**src/rtl/alu_pkg.sv**
```systemverilog
// Shared types and constants for the sequential bit-slice ALU controller.
package alu_pkg;

  localparam int unsigned OPSEL_W = 3;

  localparam logic MODE_ARITH = 1'b0;
  localparam logic MODE_LOGIC = 1'b1;

  typedef enum logic [1:0] {
    IDLE = 2'd0,
    RUN  = 2'd1,
    DONE = 2'd2
  } alu_state_e;

  // Control fields latched at request acceptance
  typedef struct packed {
    logic [OPSEL_W-1:0] opsel;
    logic               mode;
    logic               cin;
  } alu_ctl_t;

endpackage

```
**src/rtl/alu_seq_ctrl.sv**
```systemverilog
// Sequences a word-wide ALU operation through one external ALU slice, LSB slice first.
// Optional overflow reporting is enabled with `define ALU_SEQ_OVF_EN.
module alu_seq_ctrl
  import alu_pkg::*;
#(
  parameter int unsigned NSLICE  = 4,
  parameter int unsigned SLICE_W = 8
) (
  input  logic                        clk,
  input  logic                        rst_n,
  input  logic                        req_valid,
  output logic                        req_ready,
  input  logic [OPSEL_W-1:0]          req_opsel,
  input  logic                        req_mode,
  input  logic [NSLICE*SLICE_W-1:0]   req_a,
  input  logic [NSLICE*SLICE_W-1:0]   req_b,
  input  logic                        Cin_initial,
  output logic [OPSEL_W-1:0]          opsel,
  output logic                        mode,
  output logic                        carry_in,
  output logic [SLICE_W-1:0]          slice_a,
  output logic [SLICE_W-1:0]          slice_b,
  input  logic [SLICE_W-1:0]          slice_y,
  input  logic                        slice_cout,
`ifdef ALU_SEQ_OVF_EN
  input  logic                        slice_ovf,
  output logic                        rsp_ovf,
`endif
  output logic                        rsp_valid,
  input  logic                        rsp_ready,
  output logic [NSLICE*SLICE_W-1:0]   rsp_y,
  output logic                        rsp_cout,
  output logic                        rsp_zero
);

  localparam int unsigned WORD_W = NSLICE * SLICE_W;
  localparam int unsigned IDX_W  = (NSLICE > 1) ? $clog2(NSLICE) : 1;
  localparam logic [IDX_W-1:0] LAST_IDX = IDX_W'(NSLICE - 1);

  alu_state_e         r_state;
  alu_state_e         w_state_nxt;
  logic [IDX_W-1:0]   r_idx;
  logic [IDX_W-1:0]   w_idx_nxt;
  alu_ctl_t           r_ctl;
  logic [WORD_W-1:0]  r_a;
  logic [WORD_W-1:0]  r_b;
  logic [WORD_W-1:0]  r_y;
  logic [WORD_W-1:0]  w_y_nxt;
  logic               r_carry;
  logic               r_cout;
  logic               r_zero;
  logic               r_valid;
  logic               r_ready;
  logic               w_accept;
  logic               w_run;
  logic               w_last;
  logic [SLICE_W-1:0] w_slice_a;
  logic [SLICE_W-1:0] w_slice_b;

  // r_ready mirrors IDLE, so acceptance can only happen from IDLE
  assign w_accept = req_valid & r_ready;
  assign w_run    = (r_state == RUN);
  assign w_last   = w_run && (r_idx == LAST_IDX);

  // State register
  always_ff @(posedge clk or negedge rst_n) begin
    if (!rst_n) begin
      r_state <= IDLE;
      r_idx   <= '0;
    end else begin
      r_state <= w_state_nxt;
      r_idx   <= w_idx_nxt;
    end
  end

  // Next-state and slice index sequencing
  always_comb begin
    w_state_nxt = r_state;
    w_idx_nxt   = r_idx;
    case (r_state)
      IDLE: begin
        if (w_accept) begin
          w_state_nxt = RUN;
          w_idx_nxt   = '0;
        end
      end
      RUN: begin
        if (r_idx == LAST_IDX) begin
          w_state_nxt = DONE;
          w_idx_nxt   = '0;
        end else begin
          w_idx_nxt = r_idx + IDX_W'(1);
        end
      end
      DONE: begin
        if (rsp_ready) begin
          w_state_nxt = IDLE;
        end
      end
      default: begin
        w_state_nxt = IDLE;
        w_idx_nxt   = '0;
      end
    endcase
  end

  // Operand slice select and result slice insert for the current index
  always_comb begin
    w_slice_a = '0;
    w_slice_b = '0;
    w_y_nxt   = r_y;
    for (int unsigned i = 0; i < NSLICE; i++) begin
      if (r_idx == IDX_W'(i)) begin
        w_slice_a                      = r_a[i*SLICE_W +: SLICE_W];
        w_slice_b                      = r_b[i*SLICE_W +: SLICE_W];
        w_y_nxt[i*SLICE_W +: SLICE_W]  = slice_y;
      end
    end
  end

  // Request latch, per-slice capture and response registers
  always_ff @(posedge clk or negedge rst_n) begin
    if (!rst_n) begin
      r_ctl   <= '0;
      r_a     <= '0;
      r_b     <= '0;
      r_y     <= '0;
      r_carry <= 1'b0;
      r_cout  <= 1'b0;
      r_zero  <= 1'b0;
      r_valid <= 1'b0;
      r_ready <= 1'b0;
    end else begin
      r_ready <= (w_state_nxt == IDLE);
      r_valid <= (w_state_nxt == DONE);
      if (w_accept) begin
        r_ctl   <= '{opsel: req_opsel, mode: req_mode, cin: Cin_initial};
        r_a     <= req_a;
        r_b     <= req_b;
        r_y     <= '0;
        r_carry <= 1'b0;
        r_cout  <= 1'b0;
        r_zero  <= 1'b0;
      end else if (w_run) begin
        r_y     <= w_y_nxt;
        r_carry <= slice_cout;
        if (w_last) begin
          r_cout <= (r_ctl.mode == MODE_ARITH) & slice_cout;
          r_zero <= (w_y_nxt == '0);
        end
      end
    end
  end

`ifdef ALU_SEQ_OVF_EN
  logic r_ovf;

  // Overflow is meaningful only on the most significant slice of an arithmetic op
  always_ff @(posedge clk or negedge rst_n) begin
    if (!rst_n) begin
      r_ovf <= 1'b0;
    end else if (w_accept) begin
      r_ovf <= 1'b0;
    end else if (w_last) begin
      r_ovf <= (r_ctl.mode == MODE_ARITH) & slice_ovf;
    end
  end

  assign rsp_ovf = r_ovf;
`endif

  // Slice drive is idle-zero outside RUN; logic mode never propagates carry
  assign opsel    = w_run ? r_ctl.opsel : '0;
  assign mode     = w_run & r_ctl.mode;
  assign slice_a  = w_run ? w_slice_a : '0;
  assign slice_b  = w_run ? w_slice_b : '0;
  assign carry_in = w_run & (r_ctl.mode == MODE_ARITH) &
                    ((r_idx == '0) ? r_ctl.cin : r_carry);

  assign req_ready = r_ready;
  assign rsp_valid = r_valid;
  assign rsp_y     = r_y;
  assign rsp_cout  = r_cout;
  assign rsp_zero  = r_zero;

endmodule

```
**config.mk**
```make
export PLATFORM = sky130hd
export DESIGN_NAME = alu_seq_ctrl
export DESIGN_NICKNAME = d
export VERILOG_FILES = /design/src/rtl/alu_pkg.sv /design/src/rtl/alu_seq_ctrl.sv
export SDC_FILE = /design/constraint.sdc
export NUM_CORES = 1
export LEC_CHECK = 0
export BUFFER_PORTS_ARGS = -buffer_cell sky130_fd_sc_hd__buf_2
export CORE_ASPECT_RATIO = 0.75
export CORE_MARGIN = 4
export CORE_UTILIZATION = 35
export CTS_CLUSTER_DIAMETER = 80
export DETAILED_ROUTE_END_ITERATION = 10
export SYNTH_ARGS = -nofsm -noshare
export SYNTH_HDL_FRONTEND = slang
export SYNTH_SLANG_ARGS = --single-unit
```
**constraint.sdc**
```tcl
create_clock -name clk -period 1.9 [get_ports clk]
set_input_delay 0.095 -clock clk [delete_from_list [all_inputs] [get_ports clk]]
set_output_delay 0.095 -clock clk [all_outputs]
set_load 0.01 [all_outputs]
```
Word-level counts from Yosys, hierarchy flattened
Index checks and enable logic that the tools add are counted.
{"block": "op_classes", "add_sub_neg": 1, "mul": 0, "n_div": 0, "magnitude_cmp": 0, "n_eq_ne": 7, "n_shift": 0, "muxes": 33, "n_bitwise": 7, "reduce_logical": 9}
{"operator": "$mux 8", "n": 14}
{"operator": "$mux 32", "n": 2}
{"operator": "$logic_not 32->1", "n": 1}
{"operator": "$pmux 2 s3", "n": 2}
{"operator": "$mux 2", "n": 5}
{"operator": "$mux 1", "n": 9}
{"operator": "$eq 2x2->1 const B", "n": 4}
{"operator": "$logic_not 2->1", "n": 3}
{"operator": "$and 1x1->1", "n": 5}
{"operator": "$eq 2x1->1 const B", "n": 2}
{"operator": "$reduce_and 2->1", "n": 2}
{"operator": "$reduce_bool 2->1", "n": 2}
{"operator": "$mux 3", "n": 1}
{"operator": "$add 2x1->2 const B", "n": 1}
{"operator": "$ne 2x2->1 const B", "n": 1}
{"operator": "$not 1->1", "n": 2}
{"operator": "$logic_and 1x1->1", "n": 1}
{"block": "totals", "regBits": 110, "latchBits": 0, "ram_bits": 0, "mem_bits_ro": 0, "in_bits": 82, "output_inout_bits": 57, "wordCells": 70, "memories": 0}

Longest topological paths before layout
Gate-level depths: netlist of the first run.
{"block": "logic_depth", "ltp_word": 6, "ltp_mapped": 8}

Worst setup path after synthesis of the first run
Ideal clock, no wire load.
{"block": "synth_path", "path_type": "register to output", "startpoint": "register r_idx[0]", "endpoint": "output slice_b[0]", "arrival_ns": 1.657, "required_ns": 1.805, "setup_slack_ns": 0.148, "stages_incl_launch_ff": 9, "n_path_buf": 2, "path_cell_list": "dfrtp_1 > inv_1 > ha_1 > buf_6 > nor2b_4 > buf_12 > a221oi_2 > a211o_1 > a21oi_1"}
{"block": "synth_between", "elab_chain_len": 6}
{"element": "start, declared", "line_no": "alu_seq_ctrl.sv:42", "source": "logic [IDX_W-1:0] r_idx;"}
{"element": "start signal, assigned", "line_no": "alu_seq_ctrl.sv:72", "source": "r_idx <= w_idx_nxt;"}
{"element": "$logic_not 2->1", "line_no": "alu_seq_ctrl.sv:113", "source": "if (r_idx == IDX_W'(i)) begin"}
{"element": "$mux 8 (3 in a row)", "line_no": "alu_seq_ctrl.sv:113"}
{"element": "$mux 8 (*)", "line_no": "alu_seq_ctrl.sv:113"}
{"element": "$mux 8 (*)", "line_no": "alu_seq_ctrl.sv:176", "source": "assign slice_b = w_run ? w_slice_b : '0;"}
{"element": "end, declared", "line_no": "alu_seq_ctrl.sv:22", "source": "output logic [SLICE_W-1:0] slice_b,"}
Every way passes the cells marked *; elsewhere a longest branch is shown, timed or not.

Worst setup path after layout of the first run
{"block": "layout_path", "startpoint": "register r_idx[0]", "endpoint": "output slice_a[4]"}
{"block": "layout_between", "elab_chain_len": 6}
{"element": "$logic_not 2->1", "line_no": "alu_seq_ctrl.sv:113"}
{"element": "$mux 8 (3 in a row)", "line_no": "alu_seq_ctrl.sv:113"}
{"element": "$mux 8 (*)", "line_no": "alu_seq_ctrl.sv:113"}
{"element": "$mux 8 (*)", "line_no": "alu_seq_ctrl.sv:175", "source": "assign slice_a = w_run ? w_slice_a : '0;"}
{"element": "end, declared", "line_no": "alu_seq_ctrl.sv:21", "source": "output logic [SLICE_W-1:0] slice_a,"}
Marked as above.

==> results of run 1 <==
-- critical path, cell delays in order, from the launching register on --
cell and delay [ps]:
dfrtp_1 430, inv_2 120, ha_4 150, nor2b_4 190
buf_12 150, a221oi_2 60, a211o_1 250, a21oi_2 130
buf_2 140
-- cells by family (layout without fill, tap and decap cells) --
family / after synthesis / count (layout) / share of synthesized area (%)
compound gates: 85 / 85 / 12.3
fa+ha+maj: 4 / 4 / 0.967
buf+inv: 54 / 275 / 6.51
flops: 110 / 110 / 53.2
mux: 27 / 27 / 5.25
simple gates: 277 / 277 / 21.8
-- stage by stage --
step / instances / hold WS (ps)
2_1_floorplan: 557 / -201
3_5_place_dp: 882 / 143
3_3_place_gp: 882 / 136
6_report: 978 / 44.8
4_1_cts: 976 / 26.6
5_1_grt: 978 / 57.5
-- registers in the layout, indices dropped and copies added, names as in the netlist --
signal     cells
r_a           32
r_idx          2
rsp_zero       1
r_b           32
rsp_cout       1
rsp_valid      1
rsp_y         32
r_state        2
r_ctl          5
req_ready      1
r_carry        1
-- layout make-up --
class	instances	area [µm²]	area share [%]
clock inverter	3	65.1	0.874
sequential	110	2750	37.0
inverter	18	67.6	0.907
clock buffer	13	270	3.63
timing repair buffer	241	1820	24.4
tap	200	250	3.36
multi-input combinational	393	2230	29.9
-- cells in the mapped netlist, drive strengths merged, types with 2 or more instances --
library cell and count:
nand2 215, dfrtp 110, nor2 35, clkbuf 29, a21oi 28, mux2i 26, o21ai 19, inv 18
a211o 16, a221oi 15, buf 7, nor4 7, nor3 6, and2 5, ha 4, nor2b 3
a22oi 2, and3b 2, nand2b 2
-- power groups by stage --
stage / Clock, µW / Combinational (µW) / Sequential [µW]
6_report: 2110 / 5700 / 4030
3_3_place_gp: 0 / 4910 / 4020
3_5_place_dp: 0 / 5030 / 4040
5_1_grt: 2250 / 6300 / 4150
2_1_floorplan: 0 / 3340 / 4020
4_1_cts: 2160 / 5580 / 4020
-- per-layer routing --
layer,vias up,GRT usage (%),wire (µm)
li1,2264,-,-
met3,12,4.72,825
met5,-,0,0
met4,0,4.80,164
met2,134,30.8,7360
met1,2312,25.3,7100
-- how the worst max path moves through the flow --
stage | start | to | slack (ps) | cells after the start
after detailed placement | r_idx[0] | slice_b[4] | 60 | 7
after floorplan | r_idx[0] | slice_b[0] | 150 | 8
final | r_idx[0] | slice_a[4] | -170 | 8
after global routing | r_idx[0] | slice_b[1] | -280 | 8
after CTS | r_idx[0] | slice_b[3] | -170 | 8
after global placement | r_idx[0] | slice_b[2] | 80 | 7
-- repair_timing --
item | 4_1_cts | 5_1_grt
setup buffers | 5 | 2
pin swaps | 46 | 3
gates cloned | 1 | 0
resized for setup | 22 | 7
hold buffers | 72 | 0
endpoints found under the hold margin | 113 | 0
setup endpoints to repair | 16 | 18
==> results.py, run 1 <==
metrics = {
    "floorplan": {
        "ios": 139,
        "core-area_mm2": 0.0145,
        "die_y_um": 113,
        "die-area_mm2": 0.0168,
        "initial_utilization_pct": 35.8,
        "rows": 38,
        "die_x_um": 148,
    },
    "power": {
        "power_density_mw_per_mm2": 1590,
        "p_seq_share_pct": 34.0,
        "p_sw_uw": 4590,
        "p_sw_share_pct": 38.8,
        "max-vdd-ir-drop_v": 0.000919,
        "finalPower_uw": 11800,
        "internal_power_uw": 7250,
        "pwr-share-comb_pct": 48.2,
        "leakagePower_uw": 0.00389,
        "clkPwrFrac_pct": 17.8,
    },
    "setup_path": {
        "crit_type": "reg -> out",
        "crit-reg2reg-launch": "r_idx[0]",
        "r2r-end": "rsp_zero",
        "reg2reg_depth": 9,
        "cp_data_arrival_time_ps": 1980,
        "rrSetupSlack_ps": 80,
        "critPathMaxFanout": 8,
        "required_ps": 1800,
        "end_kind": "output pin",
        "critical_path.startpoint_type": "flip-flop",
    },
    "drt": {
        "drt-initial-drc-count": 200,
        "wl_mm": 15.4,
        "via_count": 4722,
        "drc_errors": 0,
        "viasPerCell": 4.83,
        "drtAntennaViolNets": 0,
        "post_drt_wl_per_cell_um": 15.8,
        "first_pass_iters": 4,
    },
    "worst_hold_path": {
        "min_from": "slice_y[6]",
        "hold_path_class": "in -> reg",
        "holdPathEnd": "rsp_y[30]",
        "holdPathStages": 3,
    },
    "cells_and_area": {
        "nets": 859,
        "fin_util_pct": 51.5,
        "area.growth.synth_to_final_pct": 44.0,
        "fillCellCount": 1336,
        "final_common_cell": "nand2_1",
        "final_cell_area_mm2": 0.00745,
        "layout-drive-gt1-share_pct": 29.4,
        "layout_common_cells": "nand2_1, buf_2, dfrtp_1, dlygate4sd3_1, nor2_1",
        "n_antenna_cell": 0,
    },
    "yosys": {
        "synth.distinct_cells": 37,
        "synth_edf_count": 0,
        "syn_area_mm2": 0.00517,
        "netlist.area_leader.share_pct": 53.2,
        "synth_flop_cell": "dfrtp_1",
        "synthesis.nets": 643,
        "postSynthAreaPerCell_um2": 9.29,
        "ys_top_cells_by_area": "dfrtp_1, nand2_1, mux2i_1",
        "ys_async_sr_fraction_pct": 100,
        "yosysTopAreaCell": "dfrtp_1",
        "ys_seq_elements": 110,
        "seq_area_frac_synth_pct": 53.2,
        "yosysWarnings": 0,
        "synth_cells": 557,
    },
    "cts": {
        "cts_tree": "yes",
        "h-tree-depth": 3,
        "clock-sinks": 110,
        "cts-buffers-inserted": 9,
        "clk_path_buf_depth": 2,
        "clkLatencyLatePin_ps": 350,
        "clkTransAtPathRegs_ps": 70,
        "clock-root-buffer": "clkbuf_16",
    },
    "global_route": {
        "grt_pass1_vias": 5028,
        "grt_usage_pct": 18.8,
        "grt_pass1_wl_mm": 25.4,
        "grt_max_degree": 63,
        "overflow": 0,
        "antenna_found_initial": 0,
    },
    "sta": {
        "setup_viol": 16,
        "setup_tns_ps": -2400,
        "tightest_slew_ps": 590,
        "relSlewSlack_pct": 60.7,
        "grt_setup_unrepaired": "yes",
        "fin_crit_ps": 2070,
        "min_period_over_period_pct": 109,
        "hold_viol": 0,
        "layout_setup_ws_ps": -170,
        "maxSlewViolCount": 0,
        "clock_skew_ps": 7.27,
        "max_freq_ghz": 0.483,
    },
    "placement": {
        "placed_area_mm2": 0.00613,
        "gp_congestion": 0.796,
        "dp_slack_ps": 62.3,
        "io_buffers": 138,
        "dp_hpwl_mm": 10.2,
    },
    "run": {
        "drv_cap": 0,
    },
    "status": {
        "status": "finished, violations left",
        "violations": "setup timing",
    },
}
No activity file was read; power rests on OpenSTA's default activity.
==> inputs of run 2 (changes only) <==
Settings changed: CTS_BUF_LIST set to sky130_fd_sc_hd__clkbuf_4.
==> run 2 against run 1 <==
Net effect:
- the flow still finishes with violations (setup timing)
- first-iteration DRC count decreased by 2.0%
- sequential share of layout area grew 0.37 points
- worst setup slack lost 160 ps
- fmax decreased by 7.2%
- die area is the same
- core utilization decreased by 0.51 points
- hold slack improved by 72 ps
- critical endpoint is now slice_b[3]
==> results.py, run 2 (synthesis results as in run 1) <==
metrics = {
    "cells_and_area": {
        "nets": 868,
        "fin_util_pct": 51.0,
        "layout-drive-gt1-share_pct": 29.1,
        "layout_common_cells": "nand2_1, buf_2, dfrtp_1, dlygate4sd3_1, nor2_1",
        "area.growth.synth_to_final_pct": 42.5,
        "final_common_cell": "nand2_1",
    },
    "setup_path": {
        "cp_data_arrival_time_ps": 2140,
        "critPathMaxFanout": 6,
        "crit_type": "reg -> out",
        "critical_path.startpoint_type": "flip-flop",
        "end_kind": "output pin",
        "required_ps": 1800,
    },
    "status": {
        "violations": "setup timing",
        "status": "finished, violations left",
    },
    "sta": {
        "min_period_over_period_pct": 117,
        "clock_skew_ps": 12.9,
        "max_freq_ghz": 0.448,
        "tightest_slew_ps": 586,
        "layout_setup_ws_ps": -332,
        "maxSlewViolCount": 0,
        "setup_viol": 17,
        "relSlewSlack_pct": 61.0,
        "hold_viol": 0,
        "grt_setup_unrepaired": "yes",
        "fin_crit_ps": 2230,
    },
    "drt": {
        "wl_mm": 15.4,
        "first_pass_iters": 4,
        "drtAntennaViolNets": 0,
        "drc_errors": 0,
        "viasPerCell": 4.80,
        "post_drt_wl_per_cell_um": 15.6,
        "via_count": 4739,
        "drt-initial-drc-count": 196,
    },
    "cts": {
        "clock-root-buffer": "clkbuf_4",
        "cts_tree": "yes",
        "clkLatencyLatePin_ps": 490,
        "clk_path_buf_depth": 2,
        "clkTransAtPathRegs_ps": 150,
        "cts-buffers-inserted": 9,
        "h-tree-depth": 3,
        "clock-sinks": 110,
    },
    "floorplan": {
        "rows": 38,
        "die-area_mm2": 0.0168,
        "die_x_um": 148,
        "ios": 139,
        "initial_utilization_pct": 35.8,
        "die_y_um": 113,
        "core-area_mm2": 0.0145,
    },
    "global_route": {
        "grt_usage_pct": 18.8,
        "grt_pass1_wl_mm": 25.3,
        "overflow": 0,
        "grt_max_degree": 63,
        "grt_pass1_vias": 5022,
        "antenna_found_initial": 1,
    },
    "run": {
        "drv_cap": 0,
    },
    "placement": {
        "dp_hpwl_mm": 10.2,
        "io_buffers": 138,
        "gp_congestion": 0.796,
    },
    "power": {
        "power_density_mw_per_mm2": 1500,
        "max-vdd-ir-drop_v": 0.000750,
        "leakagePower_uw": 0.00385,
        "finalPower_uw": 11100,
    },
    "worst_hold_path": {
        "hold_path_class": "in -> async",
    },
}
-- run 2: cell types whose count changed in the layout (fill, tap and decap cells not counted), moves of 3 or more --
cell,delta
clkbuf_4,+10
clkbuf_16,-9
dlygate4sd3_1,+9
clkbuf_8,-3
clkinv_1,+3
-- run 2: metrics by stage --
step / cell area [µm²] / setup slack, ps / hold slack (ps) / setup TNS, ps / cells
6_report: 7370 / -332 / 117 / -5040 / 988
5_1_grt: 7370 / -482 / 159 / -7600 / 988
4_1_cts: 7310 / -371 / 107 / -5760 / 987
3_5_place_dp: 6130 / 62.3 / 143 / 0 / 882
3_3_place_gp: 6130 / 81.9 / 136 / 0 / 882
2_1_floorplan: 5170 / 148 / -201 / 0 / 557
-- run 2: routing by layer --
layer / vias to the layer above / track usage, % / wire, µm
met5: - / 0 / 0
met4: 0 / 4.49 / 225
met3: 21 / 5.24 / 767
met2: 124 / 30.3 / 7170
met1: 2306 / 25.3 / 7210
li1: 2288 / - / -
-- run 2: worst paths after layout --
| path | startpoint | to | slack, ps | cells past startpoint |
|---|---|---|---|---|
| worst max register to register | r_idx[0] | rsp_zero | 110 | 9 |
| worst min register to register | r_ctl[4] | r_ctl[4] | 490 | 2 |
| worst max-delay path | r_idx[0] | slice_b[3] | -330 | 8 |
| max in group asynchronous | rst_n | r_b[21] | 1080 | 3 |
| min in group clk | req_b[25] | r_b[25] | 310 | 4 |
| worst min-delay path | rst_n | r_ctl[4] | 120 | 2 |
-- run 2: area by class of cell --
| type | count | area [µm²] |
|---|---|---|
| Antenna cell | 1 | 2.50 |
| Timing Repair Buffer | 250 | 1910 |
| Inverter | 18 | 67.6 |
| Tap cell | 200 | 250 |
| Multi-Input combinational cell | 393 | 2240 |
| Sequential cell | 110 | 2750 |
| Fill cell | 1348 | 7080 |
| Clock buffer | 10 | 75.1 |
| Clock inverter | 6 | 76.3 |
-- run 2: worst max-delay path, cell delays in order, from the launching register on --
cell and delay [ps]:
dfrtp_1 450, inv_2 120, ha_4 150, nor2b_4 190, buf_6 160, a221oi_2 70
a211o_1 240, a21oi_2 120, buf_2 140
-- run 2: what timing repair did --
item / in CTS / in global routing
pin swaps: 49 / 7
resized for setup: 23 / 10
setup buffers: 7 / 2
hold buffers: 81 / 0
hold endpoints to repair: 148 / 0
setup endpoints to repair: 17 / 19
cloned: 1 / 0
-- run 2: power by group --
group          switching [µW]  internal, µW
Sequential                659          3350
Combinational            3100          2660
Clock                     758           535
Total                    4510          6550
